==> src/rtl/l1_cache_pkg.sv <==
// Shared L1 cache definitions: default widths, miss-handler state encoding
// and the client request record shared with the return stage.
package l1_cache_pkg;

   localparam int L1_ADDR_W = 16;
   localparam int L1_LINE_W = 256;

   // Miss-handler states; the encoding is also visible on the debug port.
   typedef enum logic [1:0] {
      ST_IDLE   = 2'd0,
      ST_LOOKUP = 2'd1,
      ST_REQ    = 2'd2,
      ST_FILL   = 2'd3
   } l1_miss_state_t;

   // Client request as queued and handed to the return stage.
   typedef struct packed {
      logic [L1_ADDR_W-1:0] addr;
   } l1_req_t;

endpackage

==> src/rtl/l1_req_fifo.sv <==
// Client request queue: synchronous FIFO, asynchronous active-high reset.
// DEPTH must be a power of two (pointers wrap naturally) and at least 2.
// A push while full and a pop while empty are both dropped.
module l1_req_fifo #(
   parameter int DEPTH = 4,
   parameter int W     = 16
) (
   input  logic                     clk,
   input  logic                     rst,
   input  logic                     push,
   input  logic [W-1:0]             push_data,
   input  logic                     pop,
   output logic [W-1:0]             head,
   output logic                     full,
   output logic                     empty,
   output logic [$clog2(DEPTH):0]   count
);

   localparam int PTR_W = $clog2(DEPTH);
   localparam int CNT_W = PTR_W + 1;

   logic [W-1:0]     mem [DEPTH];
   logic [PTR_W-1:0] wr_ptr;
   logic [PTR_W-1:0] rd_ptr;
   logic             push_ok;
   logic             pop_ok;

   assign full    = (count == CNT_W'(DEPTH));
   assign empty   = (count == '0);
   assign push_ok = push && !full;
   assign pop_ok  = pop && !empty;
   assign head    = mem[rd_ptr];

   // Storage array; contents are don't-care until written, so no reset.
   always_ff @(posedge clk) begin
      if (push_ok) begin
         mem[wr_ptr] <= push_data;
      end
   end

   // Pointers and occupancy count.
   always_ff @(posedge clk or posedge rst) begin
      if (rst) begin
         wr_ptr <= '0;
         rd_ptr <= '0;
         count  <= '0;
      end else begin
         if (push_ok) wr_ptr <= wr_ptr + 1'b1;
         if (pop_ok)  rd_ptr <= rd_ptr + 1'b1;
         case ({push_ok, pop_ok})
            2'b10:   count <= count + 1'b1;
            2'b01:   count <= count - 1'b1;
            default: count <= count;
         endcase
      end
   end

endmodule

==> src/rtl/l1_miss_to_l2_request.sv <==
// L1 miss handler: queues client reads, looks each one up in the L1 tags,
// acknowledges hits and sends misses to L2 one at a time, then hands the
// returned line to the return stage as a single-cycle fill strobe.
// Optional feature macro: L1_MISS_TIMEOUT_EN (abandon an L2 request after
// TIMEOUT_CYC cycles without ack and pulse timeout_err).
//
// Handshakes: a client push happens on cl_req_valid && cl_req_ready;
// req_to_l2 stays high with a stable address until ack_from_l2 is sampled
// high; hit_to_cl, ack_to_l1 and timeout_err are one-cycle registered pulses
// with no back-pressure, and their address/data are valid only while high.
module l1_miss_to_l2_request
   import l1_cache_pkg::*;
#(
   parameter int FIFO_DEPTH  = 4,
   parameter int ADDR_W      = L1_ADDR_W,
   parameter int LINE_W      = L1_LINE_W,
   parameter int TIMEOUT_CYC = 255
) (
   input  logic                        clk,
   input  logic                        rst,
   input  logic                        cl_req_valid,
   input  logic [ADDR_W-1:0]           cl_req_addr,
   output logic                        cl_req_ready,
   output logic                        lookup_valid,
   output logic [ADDR_W-1:0]           lookup_addr,
   input  logic                        lookup_hit,
   output logic                        hit_to_cl,
   output logic [ADDR_W-1:0]           hit_addr,
   output logic                        req_to_l2,
   output logic [ADDR_W-1:0]           req_addr_to_l2,
   input  logic                        ack_from_l2,
   input  logic [LINE_W-1:0]           data_from_l2,
   output logic                        ack_to_l1,
   output logic [ADDR_W-1:0]           fill_addr,
   output logic [LINE_W-1:0]           fill_data,
   output logic                        timeout_err,
   output logic [1:0]                  dbg_state,
   output logic [$clog2(FIFO_DEPTH):0] dbg_q_count
);

   l1_miss_state_t    state;
   l1_miss_state_t    next_state;
   logic              q_full;
   logic              q_empty;
   logic              q_pop;
   logic [ADDR_W-1:0] q_head;
   logic              hit_take;
   logic              fill_load;

   assign cl_req_ready   = !q_full;
   assign lookup_valid   = (state == ST_LOOKUP);
   assign lookup_addr    = lookup_valid ? q_head : '0;
   assign req_to_l2      = (state == ST_REQ);
   assign req_addr_to_l2 = req_to_l2 ? q_head : '0;
   assign ack_to_l1      = (state == ST_FILL);
   assign dbg_state      = state;

   l1_req_fifo #(
      .DEPTH (FIFO_DEPTH),
      .W     (ADDR_W)
   ) u_req_fifo (
      .clk       (clk),
      .rst       (rst),
      .push      (cl_req_valid && cl_req_ready),
      .push_data (cl_req_addr),
      .pop       (q_pop),
      .head      (q_head),
      .full      (q_full),
      .empty     (q_empty),
      .count     (dbg_q_count)
   );

`ifdef L1_MISS_TIMEOUT_EN
   localparam int TMO_W = ($clog2(TIMEOUT_CYC + 1) < 8) ? 8 : $clog2(TIMEOUT_CYC + 1);

   logic [TMO_W-1:0] tmo_cnt;
   logic             tmo_fire;

   // The counter reaches TIMEOUT_CYC on the edge that ends this REQ cycle.
   assign tmo_fire = (tmo_cnt == TMO_W'(TIMEOUT_CYC - 1));

   // Count REQ cycles without ack; held at zero outside REQ so entry clears it.
   always_ff @(posedge clk or posedge rst) begin
      if (rst) begin
         tmo_cnt     <= '0;
         timeout_err <= 1'b0;
      end else begin
         timeout_err <= (state == ST_REQ) && !ack_from_l2 && tmo_fire;
         if (state != ST_REQ) begin
            tmo_cnt <= '0;
         end else if (!ack_from_l2) begin
            tmo_cnt <= tmo_cnt + 1'b1;
         end
      end
   end
`else
   assign timeout_err = 1'b0;
`endif

   // Next state and queue pop; lookup_hit and ack_from_l2 only matter in
   // their own states, and ack beats a simultaneous timeout.
   always_comb begin
      next_state = state;
      q_pop      = 1'b0;
      hit_take   = 1'b0;
      fill_load  = 1'b0;
      case (state)
         ST_IDLE: begin
            if (!q_empty) next_state = ST_LOOKUP;
         end
         ST_LOOKUP: begin
            if (lookup_hit) begin
               hit_take   = 1'b1;
               q_pop      = 1'b1;
               next_state = ST_IDLE;
            end else begin
               next_state = ST_REQ;
            end
         end
         ST_REQ: begin
            if (ack_from_l2) begin
               fill_load  = 1'b1;
               next_state = ST_FILL;
            end
`ifdef L1_MISS_TIMEOUT_EN
            else if (tmo_fire) begin
               q_pop      = 1'b1;
               next_state = ST_IDLE;
            end
`endif
         end
         ST_FILL: begin
            q_pop      = 1'b1;
            next_state = ST_IDLE;
         end
         default: next_state = ST_IDLE;
      endcase
   end

   // State, hit acknowledge and the registered fill line.
   always_ff @(posedge clk or posedge rst) begin
      if (rst) begin
         state     <= ST_IDLE;
         hit_to_cl <= 1'b0;
         hit_addr  <= '0;
         fill_addr <= '0;
         fill_data <= '0;
      end else begin
         state     <= next_state;
         hit_to_cl <= hit_take;
         if (hit_take) hit_addr <= q_head;
         if (fill_load) begin
            fill_addr <= q_head;
            fill_data <= data_from_l2;
         end
      end
   end

endmodule

==> config.mk <==
export PLATFORM = sky130hd
export DESIGN_NAME = l1_miss_to_l2_request
export DESIGN_NICKNAME = d
export VERILOG_FILES = /design/src/rtl/l1_cache_pkg.sv /design/src/rtl/l1_req_fifo.sv /design/src/rtl/l1_miss_to_l2_request.sv
export SDC_FILE = /design/constraint.sdc
export NUM_CORES = 1
export LEC_CHECK = 0
export BUFFER_PORTS_ARGS = -buffer_cell sky130_fd_sc_hd__buf_4
export CAP_MARGIN = 10
export CORE_AREA = 3 3 236 238
export CTS_CLUSTER_SIZE = 40
export DETAILED_ROUTE_END_ITERATION = 8
export DIE_AREA = 0 0 239 241
export PLACE_DENSITY_LB_ADDON = 0.05
export SLEW_MARGIN = 5
export SYNTH_ARGS = -nofsm -noshare
export SYNTH_HDL_FRONTEND = slang
export SYNTH_SLANG_ARGS = --single-unit
==> constraint.sdc <==
create_clock -name clk -period 9.8 [get_ports clk]
set_input_delay 1.47 -clock clk [delete_from_list [all_inputs] [get_ports clk]]
set_output_delay 1.47 -clock clk [all_outputs]
set_load 0.1 [all_outputs]
Word level (Yosys, flattened, before mapping)
Memories as Yosys holds them, arrays and structs flattened.
Cells that the tools add are included.
Widths: inputs -> output; s select.
{ "op_classes": {"add_sub_neg": 4, "eq_ne": 8, "muxes": 14, "n_reduce_logical": 9} }
{ "op_table": {"columns": ["cell", "n"], "rows": [
  ["$mux 16", 2],
  ["$pmux 2 s4", 1],
  ["$eq 2x2->1 const B", 3],
  ["$mux 1", 6],
  ["$mux 2", 3],
  ["$pmux 3 s2", 1],
  ["$add 2x1->2 const B", 2],
  ["$eq 2x1->1 const B", 2],
  ["$add 3x1->3 const B", 1],
  ["$eq 3x3->1 const B", 1],
  ["$logic_and 1x1->1", 3],
  ["$logic_not 3->1", 1],
  ["$sub 3x1->3 const B", 1],
  ["$logic_not 1->1", 2],
  ["$logic_not 2->1", 1],
  ["$ne 2x1->1 const B", 1],
  ["$ne 2x2->1 const B", 1],
  ["$pmux 1 s2", 1],
  ["$reduce_and 2->1", 1],
  ["$reduce_bool 2->1", 1]
]} }
{ "word_totals": {"ff_bits": 298, "ram_bits": 64, "in_bits": 277, "out_inout_bits": 331, "elab_cells": 44, "mem_count": 1} }
{ "mem_list": {"columns": ["memory", "depth", "width", "rd", "rd_ports_with_merged_regs", "wr", "line", "text"], "rows": [
  ["u_req_fifo.mem", 4, 16, 1, 0, 1, "l1_req_fifo.sv:22", "logic [W-1:0] mem [DEPTH];"]
]} }

Depth between registers and ports, before layout
{ "depth": {"word_depth": 6, "depth_mapped": 9, "depth_no_buf": 9} }

Modules after synthesis
Synthesis repeated with hierarchy kept, for this count alone.
{ "hier_totals": {"cells_unflattened": 783, "hier_area_um2": 14119.8} }
{ "by_module_without_submodules": {"columns": ["mod", "n_inst", "cells_per_inst", "area_each_um2", "seq_area_each_um2"], "rows": [
  ["l1_miss_to_l2_request", 1, 661, 11340.9, 7282.0],
  ["l1_req_fifo", 1, 122, 2778.9, 2097.0]
]} }

Worst setup path after synthesis
OpenSTA, ideal clock, no wires.
{ "synth_path": {"path_type": "reg-to-output", "from": "register (tool-made name)", "to": "output port req_addr_to_l2[10]", "arrival_time_ns": 2.785, "t_required_ns": 8.330, "setup_slack_ns": 5.545, "stages_incl_launch_ff": 5, "n_path_buf": 2, "cell_sequence": "dfrtp_1 > nand2b_1 > clkbuf_1 > clkbuf_1 > nor2_1"} }
{ "synth_rtl": {"columns": ["element", "line", "text"], "rows": [
  ["end: declaration", "l1_miss_to_l2_request.sv:30", "output logic [ADDR_W-1:0] req_addr_to_l2,"]
]} }

Worst setup path in the final report
{ "layout_path": {"from": "register u_req_fifo.rd_ptr[1]", "to": "output port req_addr_to_l2[4]"} }
{ "layout_between": {"elab_chain_len": 2} }
{ "layout_lines": {"columns": ["element", "line", "text"], "rows": [
  ["start: declaration", "l1_req_fifo.sv:24", "logic [PTR_W-1:0] rd_ptr;"],
  ["start signal: assignment", "l1_req_fifo.sv:49", "if (pop_ok) rd_ptr <= rd_ptr + 1'b1;"],
  ["$mem_v2 4x16", null, null],
  ["$mux 16", "l1_miss_to_l2_request.sv:54", "assign req_addr_to_l2 = req_to_l2 ? q_head : '0;"]
]} }
No other way between the ends.

==> out/metrics.sh <==
POST_SYNTH_NUM_CELL_TYPES=29
CLK_PIN_SLEW_WORST_PATHS_NS=0.06
TIMING.MAX_SLEW.REL_SLACK=0.1460
CTS_HOLD_BUF=0
MAX_STAGE_DELAY_ON_CRIT_PATH_NS=1.03
DIE_HEIGHT_UM=241
GRT_FIRST_PASS_WIRELENGTH_UM=68240
FINAL_LAYOUT_SIZE_SUFFIX_GT1_FRAC=0.6347
YOSYSWARNINGS=0
SYNTH_CELLS=853
ROOT_BUFFER='sky130_fd_sc_hd__clkbuf_16'
IO_BUFFERS=606
ROUTABILITY_CONGESTION_ESTIMATE_FROM_GLOBAL_PLACEMENT=0.7669
GROUTE.USAGE.OVERALL=0.1601
LAYOUT.FILLER_CELLS=5193
POSTCTS_RESIZE_CNT=0
FINALHOLDVIOLCOUNT=0
NUMCTSBUFFERS=44
RSZ0062_AT_GRT='false'
STARTING_DENSITY_OF_THE_CORE=0.2725
VIA_COUNT=9202
CRITICAL_PATH_CAPTURE_POINT_TYPE='output pin'
WORSTHOLDPATHTYPE='flip-flop to flip-flop'
ASYNC_FLOP_SHARE=0.8232
ROWS=85
CLOCK_TREE.HTREE_LEVEL_COUNT=2
SYNTH_AREA_MM2=0.01466
TIMING.FINAL.MAX_SLEW_VIOLATIONS=0
CRIT_SLOWEST_CELL='sky130_fd_sc_hd__dfrtp_2'
WORST_SKEW_PAIR.LATE_LATENCY_NS=0.56
MAX-CAP-VIOLATIONS=0
DIE_WIDTH_UM=239
GRT_ANTENNA_BEFORE_REPAIR=12
STATUS='completed'
SYNTHTOPCELLSBYAREA='sky130_fd_sc_hd__dfrtp_1, sky130_fd_sc_hd__mux2_4, sky130_fd_sc_hd__edfxtp_1'
CLOCK_TREE_FROM_TRITONCTS='built'
AREA_GROWTH_SYN_TO_LAYOUT_PCT=44.10
GRT_START_MAX_NET_PINS=150
TIMING.CRITICAL_PATH.ARRIVAL_NS=2.56
SKEW_NS=0.01403
NETLIST.TOP_CELL.BY_AREA='sky130_fd_sc_hd__dfrtp_1'
CLOCK_SINKS=362
ROUTED_VIA_DENSITY=4.181
SETUP_TOTAL_NEGATIVE_SLACK_NS=0
SYNTH_MOST_COMMON_CELL='sky130_fd_sc_hd__dfrtp_1'
CRITICAL_PATH_START_TYPE='flip-flop'
IO-PIN-COUNT=608
OVERFLOW=0
DRC_ERRORS=0
WORST-PATH-MAX-FANOUT=33
DP.FINAL_HPWL_UM=35360
TIGHTEST_SLEW_NS=1.281
FIRST_GLOBAL_VIAS=9631
MAX_FREQ_MHz=247.9
TIMING.CRITICAL_PATH.REQUIRED_NS=8.33
CRITPATHBUFINV=1
SYNTH.YOSYS.SEQ_AREA_SHARE=0.6396
FINAL_CYCLE_SHARE=0.4117
PATH_DELAY_FAMILY='flip-flops'
ANT_NETS=0
SYNTH_SEQ_CELLS=362
DIE_AREA_MM2=0.05760
POST_DRT_WL_PER_CELL_UM=22.09
PROPORTION_OF_NETLIST_AREA_HELD_BY_THE_LARGEST_AREA_CONTRIBUTOR=0.5085
CLASSIFICATION_OF_THE_WORST_SETUP_PATH='flip-flop to output pin'
SYNTHFLOPTYPE='sky130_fd_sc_hd__dfrtp_1'
SYNTH_EDF_COUNT=64
DESIGN.FINAL.NETS=1747
TIMING.FINAL.SETUP_VIOLATIONS=0
SYNTH_AREA_PER_CELL_UM2=17.19
DRT-PASS1-ITER-COUNT=4
PERIOD_MINUS_SLACK_NS=4.034
CORE_AREA_MM2=0.05381
WORSTPATHCELLLIST='mux2i_1 > mux2_2 > nor2_1 > buf_4'
POST_CTS.REPAIR.SETUP_BUFFERS=0
DRT_WL_TOTAL_UM=48630
MAPPEDNETLISTNETS=1136
INITIALDRTVIOLATIONCOUNT=252
SYNTHTOPCELLSBYCOUNT='sky130_fd_sc_hd__dfrtp_1, sky130_fd_sc_hd__mux2_4, sky130_fd_sc_hd__mux2_2'
CTS_MAX_PATH_BUFFERS=3
[state kept, by name, indices dropped and copies added (netlist names), named ones only]
name	cells
u_req_fifo.wr_ptr	2
dbg_state	1
u_req_fifo.count	3
fill_addr	16
u_req_fifo.rd_ptr	2
fill_data	256
hit_to_cl	1
u_req_fifo.mem	64
hit_addr	16
[layout make-up]
cell class,instances,area (um^2),area share
Tap cell,696,870.8,0.04121
Multi-Input combinational cell,435,4815,0.2279
Inverter,10,45.04,0.002132
Clock buffer,66,1275,0.06034
Sequential cell,362,9380,0.4439
Clock inverter,16,107.6,0.005092
Timing Repair Buffer,611,4624,0.2189
Antenna cell,5,12.51,0.0005921
[per-stage QoR]
stage	setup slack [ns]	hold WS (ns)	area (um^2)	util	cells
after floorplan	0.09748	0.5348	14660	-	853
after global placement	6.042	0.4662	19740	0.3667	2114
after detailed placement	6.018	0.4728	19740	0.3667	2114
after CTS	5.661	0.4863	21120	0.3924	2196
after global routing	5.557	0.5050	21130	0.3926	2199
final	5.766	0.4804	21130	0.3927	2201
[cell usage in the layout (no fill, tap or decap)]
cell type,instances
sky130_fd_sc_hd__fa_1,1
sky130_fd_sc_hd__o21a_1,1
sky130_fd_sc_hd__or3b_4,1
sky130_fd_sc_hd__dfrtp_1,297
sky130_fd_sc_hd__clkinv_1,4
sky130_fd_sc_hd__clkbuf_16,45
sky130_fd_sc_hd__nor3b_1,1
sky130_fd_sc_hd__buf_12,3
sky130_fd_sc_hd__nand3b_1,2
sky130_fd_sc_hd__buf_4,608
sky130_fd_sc_hd__clkinv_2,9
sky130_fd_sc_hd__o21ai_0,34
sky130_fd_sc_hd__ha_1,5
sky130_fd_sc_hd__inv_6,2
sky130_fd_sc_hd__diode_2,5
sky130_fd_sc_hd__xor2_1,4
sky130_fd_sc_hd__bufinv_16,1
sky130_fd_sc_hd__dfrtp_2,1
sky130_fd_sc_hd__mux2_4,199
sky130_fd_sc_hd__xnor2_1,2
sky130_fd_sc_hd__nand2b_1,2
sky130_fd_sc_hd__and3_1,4
sky130_fd_sc_hd__clkbuf_1,14
sky130_fd_sc_hd__inv_1,9
sky130_fd_sc_hd__nand2_1,33
sky130_fd_sc_hd__edfxtp_1,64
sky130_fd_sc_hd__mux2i_1,33
sky130_fd_sc_hd__and2_1,1
sky130_fd_sc_hd__nor2_1,35
sky130_fd_sc_hd__clkbuf_8,7
sky130_fd_sc_hd__and2_4,1
sky130_fd_sc_hd__inv_8,1
sky130_fd_sc_hd__nor3_1,1
sky130_fd_sc_hd__conb_1,1
sky130_fd_sc_hd__mux2_2,74
[tightest hold or removal path, stage by stage (launching register included)]
cell and delay (ns):
sky130_fd_sc_hd__dfrtp_1 0.34, sky130_fd_sc_hd__nand2_1 0.04, sky130_fd_sc_hd__o21ai_0 0.06
[final timing paths]
| path | start | end | slack (ns) | cells after the start |
|---|---|---|---|---|
| max in group asynchronous | rst | u_req_fifo.rd_ptr[1] | 7.21 | 3 |
| setup reg to reg | dbg_state[0] | fill_data[248] | 7.05 | 3 |
| hold / removal | fill_addr[0] | fill_addr[0] | 0.48 | 2 |
| min in group asynchronous | rst | fill_data[193] | 1.02 | 2 |
| setup / recovery | u_req_fifo.rd_ptr[1] | req_addr_to_l2[4] | 5.77 | 4 |
| hold reg to reg | fill_addr[0] | fill_addr[0] | 0.48 | 2 |
[metal layers]
layer,vias to the layer above,wire length (um),global-route usage
met3,90,4139,0.05965
li1,4228,-,-
met2,320,24310,0.2732
met1,4552,18720,0.1856
met4,12,1375,0.05607
met5,-,86,0
[kinds of logic (layout without fill, tap and decap cells)]
family          Yosys count  after routing  synth area share
simple gates             81             81           0.02363
compound gates           35             35           0.01212
mux                     306            306            0.2831
other cells               1              6         0.0002557
buf+inv                  56            703           0.03208
flops                   362            362            0.6396
fa+ha+maj                 6              6          0.005631
xor+xnor                  6              6          0.003584
Power is left out: the tool's default activity adds up to more than one toggle a clock period on the data nets, which glitch-free logic cannot reach.
